**src/rtl/servant_uart_mon.sv**
```systemverilog
// servant_uart_mon: UART receive monitor with character FIFO and error reporting.
// Optional parity checking is enabled by defining UART_MON_PARITY_EN.
module servant_uart_mon #(
  parameter int CLKS_PER_BIT = 278,
  parameter int DATA_BITS    = 8,
  parameter int STOP_BITS    = 1,
  parameter int FIFO_DEPTH   = 16,
  parameter int ERR_CNT_W    = 8
) (
  input  logic                 wb_clk,
  input  logic                 wb_rst_n,
  input  logic                 q,
`ifdef UART_MON_PARITY_EN
  input  logic                 parity_odd,
`endif
  output logic [DATA_BITS-1:0] rx_data,
  output logic                 rx_valid,
  input  logic                 rx_ready,
  output logic                 busy,
  output logic                 frame_err,
  output logic                 parity_err,
  output logic                 overflow,
  output logic [ERR_CNT_W-1:0] frame_err_cnt,
  output logic [15:0]          char_cnt
);
  localparam int AW = $clog2(FIFO_DEPTH);
  localparam int TW = $clog2(CLKS_PER_BIT);
  localparam logic [TW-1:0] TICK_BIT  = TW'(CLKS_PER_BIT - 1);
  localparam logic [TW-1:0] TICK_HALF = TW'((CLKS_PER_BIT - 1) / 2);

  typedef enum logic [2:0] {
    IDLE, START, DATA,
`ifdef UART_MON_PARITY_EN
    PARITY,
`endif
    STOP
  } state_e;

  state_e state_q, state_d;
  logic s1_q, s2_q, q_s;
  logic [TW-1:0] tick_q, tick_d;
  logic [2:0] bit_q, bit_d;
  logic [DATA_BITS-1:0] shift_q, shift_d, rx_data_q, rx_data_d;
  logic [DATA_BITS-1:0] mem_q [FIFO_DEPTH];
  logic perr_q, perr_d, sbad_q, sbad_d, ferr_q, ferr_d, pe_q, pe_d, ovf_q, ovf_d;
  logic [AW:0] wp_q, wp_d, rp_q, rp_d;
  logic [ERR_CNT_W-1:0] fcnt_q, fcnt_d;
  logic [15:0] ccnt_q, ccnt_d;
  logic tz, push, pop, full, empty, acc;

  assign q_s = s2_q;

  always_comb begin
    tz = tick_q == '0;
    state_d = state_q;
    tick_d = tz ? TICK_BIT : tick_q - TW'(1);
    bit_d = bit_q;
    shift_d = shift_q;
    perr_d = perr_q;
    sbad_d = sbad_q;
    ferr_d = 1'b0;
    pe_d = 1'b0;
    push = 1'b0;
    case (state_q)
      IDLE: if (!q_s) begin
        state_d = START;
        tick_d = TICK_HALF;
        bit_d = '0;
        perr_d = 1'b0;
        sbad_d = 1'b0;
      end
      START: if (tz) state_d = q_s ? IDLE : DATA;
      DATA: if (tz) begin
        shift_d = {q_s, shift_q[DATA_BITS-1:1]};
        bit_d = (bit_q == 3'(DATA_BITS - 1)) ? 3'd0 : bit_q + 3'd1;
`ifdef UART_MON_PARITY_EN
        if (bit_q == 3'(DATA_BITS - 1)) state_d = PARITY;
`else
        if (bit_q == 3'(DATA_BITS - 1)) state_d = STOP;
`endif
      end
`ifdef UART_MON_PARITY_EN
      PARITY: if (tz) begin
        perr_d = ^shift_q ^ q_s ^ parity_odd;
        state_d = STOP;
      end
`endif
      STOP: if (tz) begin
        bit_d = bit_q + 3'd1;
        sbad_d = sbad_q | ~q_s;
        // leave right after the last stop sample so a back-to-back start is caught
        if (bit_q == 3'(STOP_BITS - 1)) begin
          state_d = IDLE;
          ferr_d = sbad_d;
          pe_d = ~sbad_d & perr_q;
          push = ~sbad_d & ~perr_q;
        end
      end
      default: state_d = IDLE;
    endcase
    empty = wp_q == rp_q;
    full = (wp_q[AW] != rp_q[AW]) && (wp_q[AW-1:0] == rp_q[AW-1:0]);
    pop = ~empty & rx_ready;
    acc = push & (~full | pop);
    wp_d = wp_q + (AW+1)'(acc);
    rp_d = rp_q + (AW+1)'(pop);
    ovf_d = ovf_q | (push & ~acc);
    ccnt_d = ccnt_q + 16'(acc);
    fcnt_d = fcnt_q + ERR_CNT_W'(ferr_d && fcnt_q != '1);
    // a character written into the slot becoming head bypasses the array
    rx_data_d = (acc && wp_q[AW-1:0] == rp_d[AW-1:0]) ? shift_q : mem_q[rp_d[AW-1:0]];
  end

  always_ff @(posedge wb_clk or negedge wb_rst_n) begin
    if (!wb_rst_n) begin
      s1_q <= 1'b1;
      s2_q <= 1'b1;
      state_q <= IDLE;
      tick_q <= '0;
      bit_q <= '0;
      shift_q <= '0;
      perr_q <= 1'b0;
      sbad_q <= 1'b0;
      ferr_q <= 1'b0;
      pe_q <= 1'b0;
      ovf_q <= 1'b0;
      wp_q <= '0;
      rp_q <= '0;
      fcnt_q <= '0;
      ccnt_q <= '0;
      rx_data_q <= '0;
    end else begin
      s1_q <= q;
      s2_q <= s1_q;
      state_q <= state_d;
      tick_q <= tick_d;
      bit_q <= bit_d;
      shift_q <= shift_d;
      perr_q <= perr_d;
      sbad_q <= sbad_d;
      ferr_q <= ferr_d;
      pe_q <= pe_d;
      ovf_q <= ovf_d;
      wp_q <= wp_d;
      rp_q <= rp_d;
      fcnt_q <= fcnt_d;
      ccnt_q <= ccnt_d;
      rx_data_q <= rx_data_d;
    end
  end

  always_ff @(posedge wb_clk) if (acc) mem_q[wp_q[AW-1:0]] <= shift_q;

  assign rx_data = rx_data_q;
  assign rx_valid = ~empty;
  assign busy = state_q != IDLE;
  assign frame_err = ferr_q;
`ifdef UART_MON_PARITY_EN
  assign parity_err = pe_q;
`else
  assign parity_err = 1'b0;
`endif
  assign overflow = ovf_q;
  assign frame_err_cnt = fcnt_q;
  assign char_cnt = ccnt_q;
endmodule
```
**config.mk**
```make
export PLATFORM = sky130hd
export DESIGN_NAME = servant_uart_mon
export DESIGN_NICKNAME = d
export VERILOG_FILES = /design/src/rtl/servant_uart_mon.sv
export SDC_FILE = /design/constraint.sdc
export NUM_CORES = 1
export LEC_CHECK = 0
export CAP_MARGIN = 20
export CORE_UTILIZATION = 67
export CTS_BUF_LIST = sky130_fd_sc_hd__clkbuf_8
export CTS_CLUSTER_SIZE = 10
export DETAILED_ROUTE_END_ITERATION = 16
export PLACE_DENSITY = 0.91
export SKIP_CTS_REPAIR_TIMING = 1
export SLEW_MARGIN = 5
export SYNTH_ARGS = -nofsm -noshare
export SYNTH_HDL_FRONTEND = slang
export SYNTH_SLANG_ARGS = --single-unit
```
**constraint.sdc**
```tcl
create_clock -name wb_clk -period 8.9 [get_ports wb_clk]
set_clock_uncertainty 0.05 [all_clocks]
set_input_delay 2.225 -clock wb_clk [delete_from_list [all_inputs] [get_ports wb_clk]]
set_output_delay 2.225 -clock wb_clk [all_outputs]
set_load 0.02 [all_outputs]
```
==> flow_summary.json <==
{
  "status": "finished, final reports clean",
  "dp.cells": 642,
  "dpl.hpwl_um": 9515,
  "crit_chain": "xor2_1 -> nor4_1 -> nand2_1 -> clkdlybuf4s50_1",
  "ios": 41,
  "n_fill_cell": 615,
  "yosysTopAreaCell": "edfxtp_1",
  "grt_max_degree": 70,
  "startpoint_type": "register",
  "synth_top_cell_area_share_pct": 48.39,
  "portBuffers": 39,
  "drc": 0,
  "num_rows": 39,
  "rsz0062_at_grt": "false",
  "fin_crit_ns": 4.953,
  "cts_root_buf": "clkbuf_8",
  "layout-drive-gt1-share_pct": 17.14,
  "h-tree-depth": 4,
  "ys_ff_latch": 197,
  "post-place-ws_ns": 3.717,
  "ant_nets": 0,
  "final_cell_mix": "128 x edfxtp_1, 67 x dfrtp_1, 38 x clkdlybuf4s50_1",
  "vias": 4192,
  "final_common_cell": "edfxtp_1",
  "synth_cell_types": 44,
  "nNetsFinal": 534,
  "initial_core_util_pct": 69.27,
  "syn_avg_cell_area_um2": 16.90,
  "antenna_found_initial": 0,
  "area_growth_pct": 12.55,
  "postSynthCellCount": 470,
  "die-area_um2": 12300,
  "powerDensity_nw_per_um2": 229.7,
  "ys_warn_count": 0,
  "p_total_w": 0.002054,
  "critPathCaptureType": "primary output",
  "grt_pass1_wl_um": 23720,
  "clk_latency_ns": 0.46,
  "finalWorstSetupSlack_ns": 3.947,
  "die_h_um": 110.9,
  "grt-ovfl-total": 0,
  "finalCritPeriodShare_pct": 55.65,
  "cts-buffers-inserted": 17,
  "instances_no_fill": 674,
  "grt_usage_pct": 26.37,
  "tightest_slew_ns": 0.8997,
  "core_um2": 11470,
  "clk_pin_slew_ns": 0.09,
  "setup_viol": 0,
  "clock.fmax_ghz": 0.2019,
  "maxSlewHeadroom_pct": 40.02,
  "hp-class": "register to register",
  "cap_violations": 0,
  "die_w_um": 110.9,
  "syn_area_um2": 7944,
  "critPathKind": "register to primary output",
  "viasPerCell": 6.220,
  "crit_arrival_ns": 2.68,
  "synth_seq_area_share_pct": 70.15,
  "cts_tree": "done",
  "vdd_drop_max_v": 0.0001833,
  "crit_fanout": 12,
  "routed_wl_um": 14800,
  "synth_nets": 486,
  "report.final.slew_viol_count": 0,
  "tns_ns": 0,
  "p_leak_nw": 3.617,
  "clock-sinks": 197,
  "gp_congestion": 0.8099,
  "slowest_delay_ns": 0.70,
  "n_antenna_cell": 0,
  "finalHoldViolCount": 0,
  "cpMaxStageDelayCell": "nor4_1",
  "max-clock-path-buffers": 2,
  "drt_first_pass_iters": 5,
  "grt_pass1_vias": 4307,
  "drtIter0Drc": 370,
  "wl_per_cell_um": 21.96,
  "synth.area.top_cells": "edfxtp_1 48%, dfrtp_1 21%, mux4_2 9.1%",
  "critical_path_required_ns": 6.63
}
## layout make-up
class	count	area (um^2)	share of cell area (%)
inverter	6	22.52	0.2519
timing repair buffer	48	450.4	5.038
clock buffer	19	261.5	2.925
tap	143	178.9	2.001
multi-input combinational	248	2276	25.45
clock inverter	13	178.9	2.001
sequential	197	5573	62.33
## cell usage after synthesis, drive strengths merged
cell	number
a211oi	9
a21bo	1
a21oi	11
a221o	1
a31o	1
a41oi	1
and2	2
and3	5
and4	2
buf	7
clkbuf	12
conb	1
dfrtp	67
dfstp	2
edfxtp	128
ha	12
inv	6
mux2	16
mux2i	10
mux4	32
nand2	13
nand2b	3
nand3	20
nand3b	2
nand4	3
nor2	27
nor2b	10
nor3	10
nor4	2
nor4b	2
o21ai	7
o22ai	1
or2	1
or3	1
or3b	1
or4b	1
xnor2	25
xor2	15
## worst max-delay path, delay by kind of cell (launching register included)
kind	cells	cell delay (ns)
simple gates	2	0.85
buf+inv	1	0.58
flops	1	0.57
xor+xnor	1	0.23
## state kept, by name (all words and copies together) (netlist names)
signal / count
char_cnt: 16
mem_q: 128
frame_err_cnt: 8
s1_q: 1
frame_err: 1
tick_q: 9
wp_q: 5
sbad_q: 1
rp_q: 5
shift_q: 8
overflow: 1
rx_data: 8
q_s: 1
state_q: 2
bit_q: 3
## final timing paths
path	startpoint	endpoint	slack, ns	depth (start not counted)
max	wp_q[2]	rx_valid	3.95	4
min	s1_q	q_s	0.31	0
max reg2reg	wp_q[2]	rx_data[3]	4.72	10
min reg2reg	s1_q	q_s	0.31	0
max in group asynchronous	wb_rst_n	char_cnt[15]	6.30	2
min in group asynchronous	wb_rst_n	rx_data[1]	1.90	2
## per-layer routing
metal / vias to the layer above / wire, um / GRT usage [%]
li1: 1874 / - / -
met1: 2123 / 6205 / 36.44
met2: 171 / 7310 / 40.99
met3: 24 / 969 / 7.326
met4: 0 / 314 / 9.600
met5: - / 0 / 0
## through the flow
step	hold WS (ns)	utilization (%)	cell area, um^2
global placement	0.2955	73.89	8473
detailed placement	0.2968	74.13	8501
finish	0.3091	77.97	8941
CTS	0.3097	77.97	8941
global route	0.3113	77.97	8941
floorplan	0.2952	-	7944
## report_power, final
part / switching, W / internal (W)
combinational: 0.000244 / 0.000181
sequential: 0.0000217 / 0.000993
clock: 0.000294 / 0.000320
total: 0.000560 / 0.00149
## cell families (layout without fill, tap and decap cells)
kind of cell	after synthesis	after routing	synth area share, %
AND/OR/NAND/NOR	105	105	6.883
adder cells (fa/ha/maj)	12	12	1.890
buffers and inverters	25	86	1.323
flip-flops	197	197	70.15
AO/OA/AOI/OAI	32	32	2.693
other	1	1	0.04721
multiplexers	58	58	12.60
XOR/XNOR	40	40	4.410
Note: power is estimated with default switching activity, not from simulation.
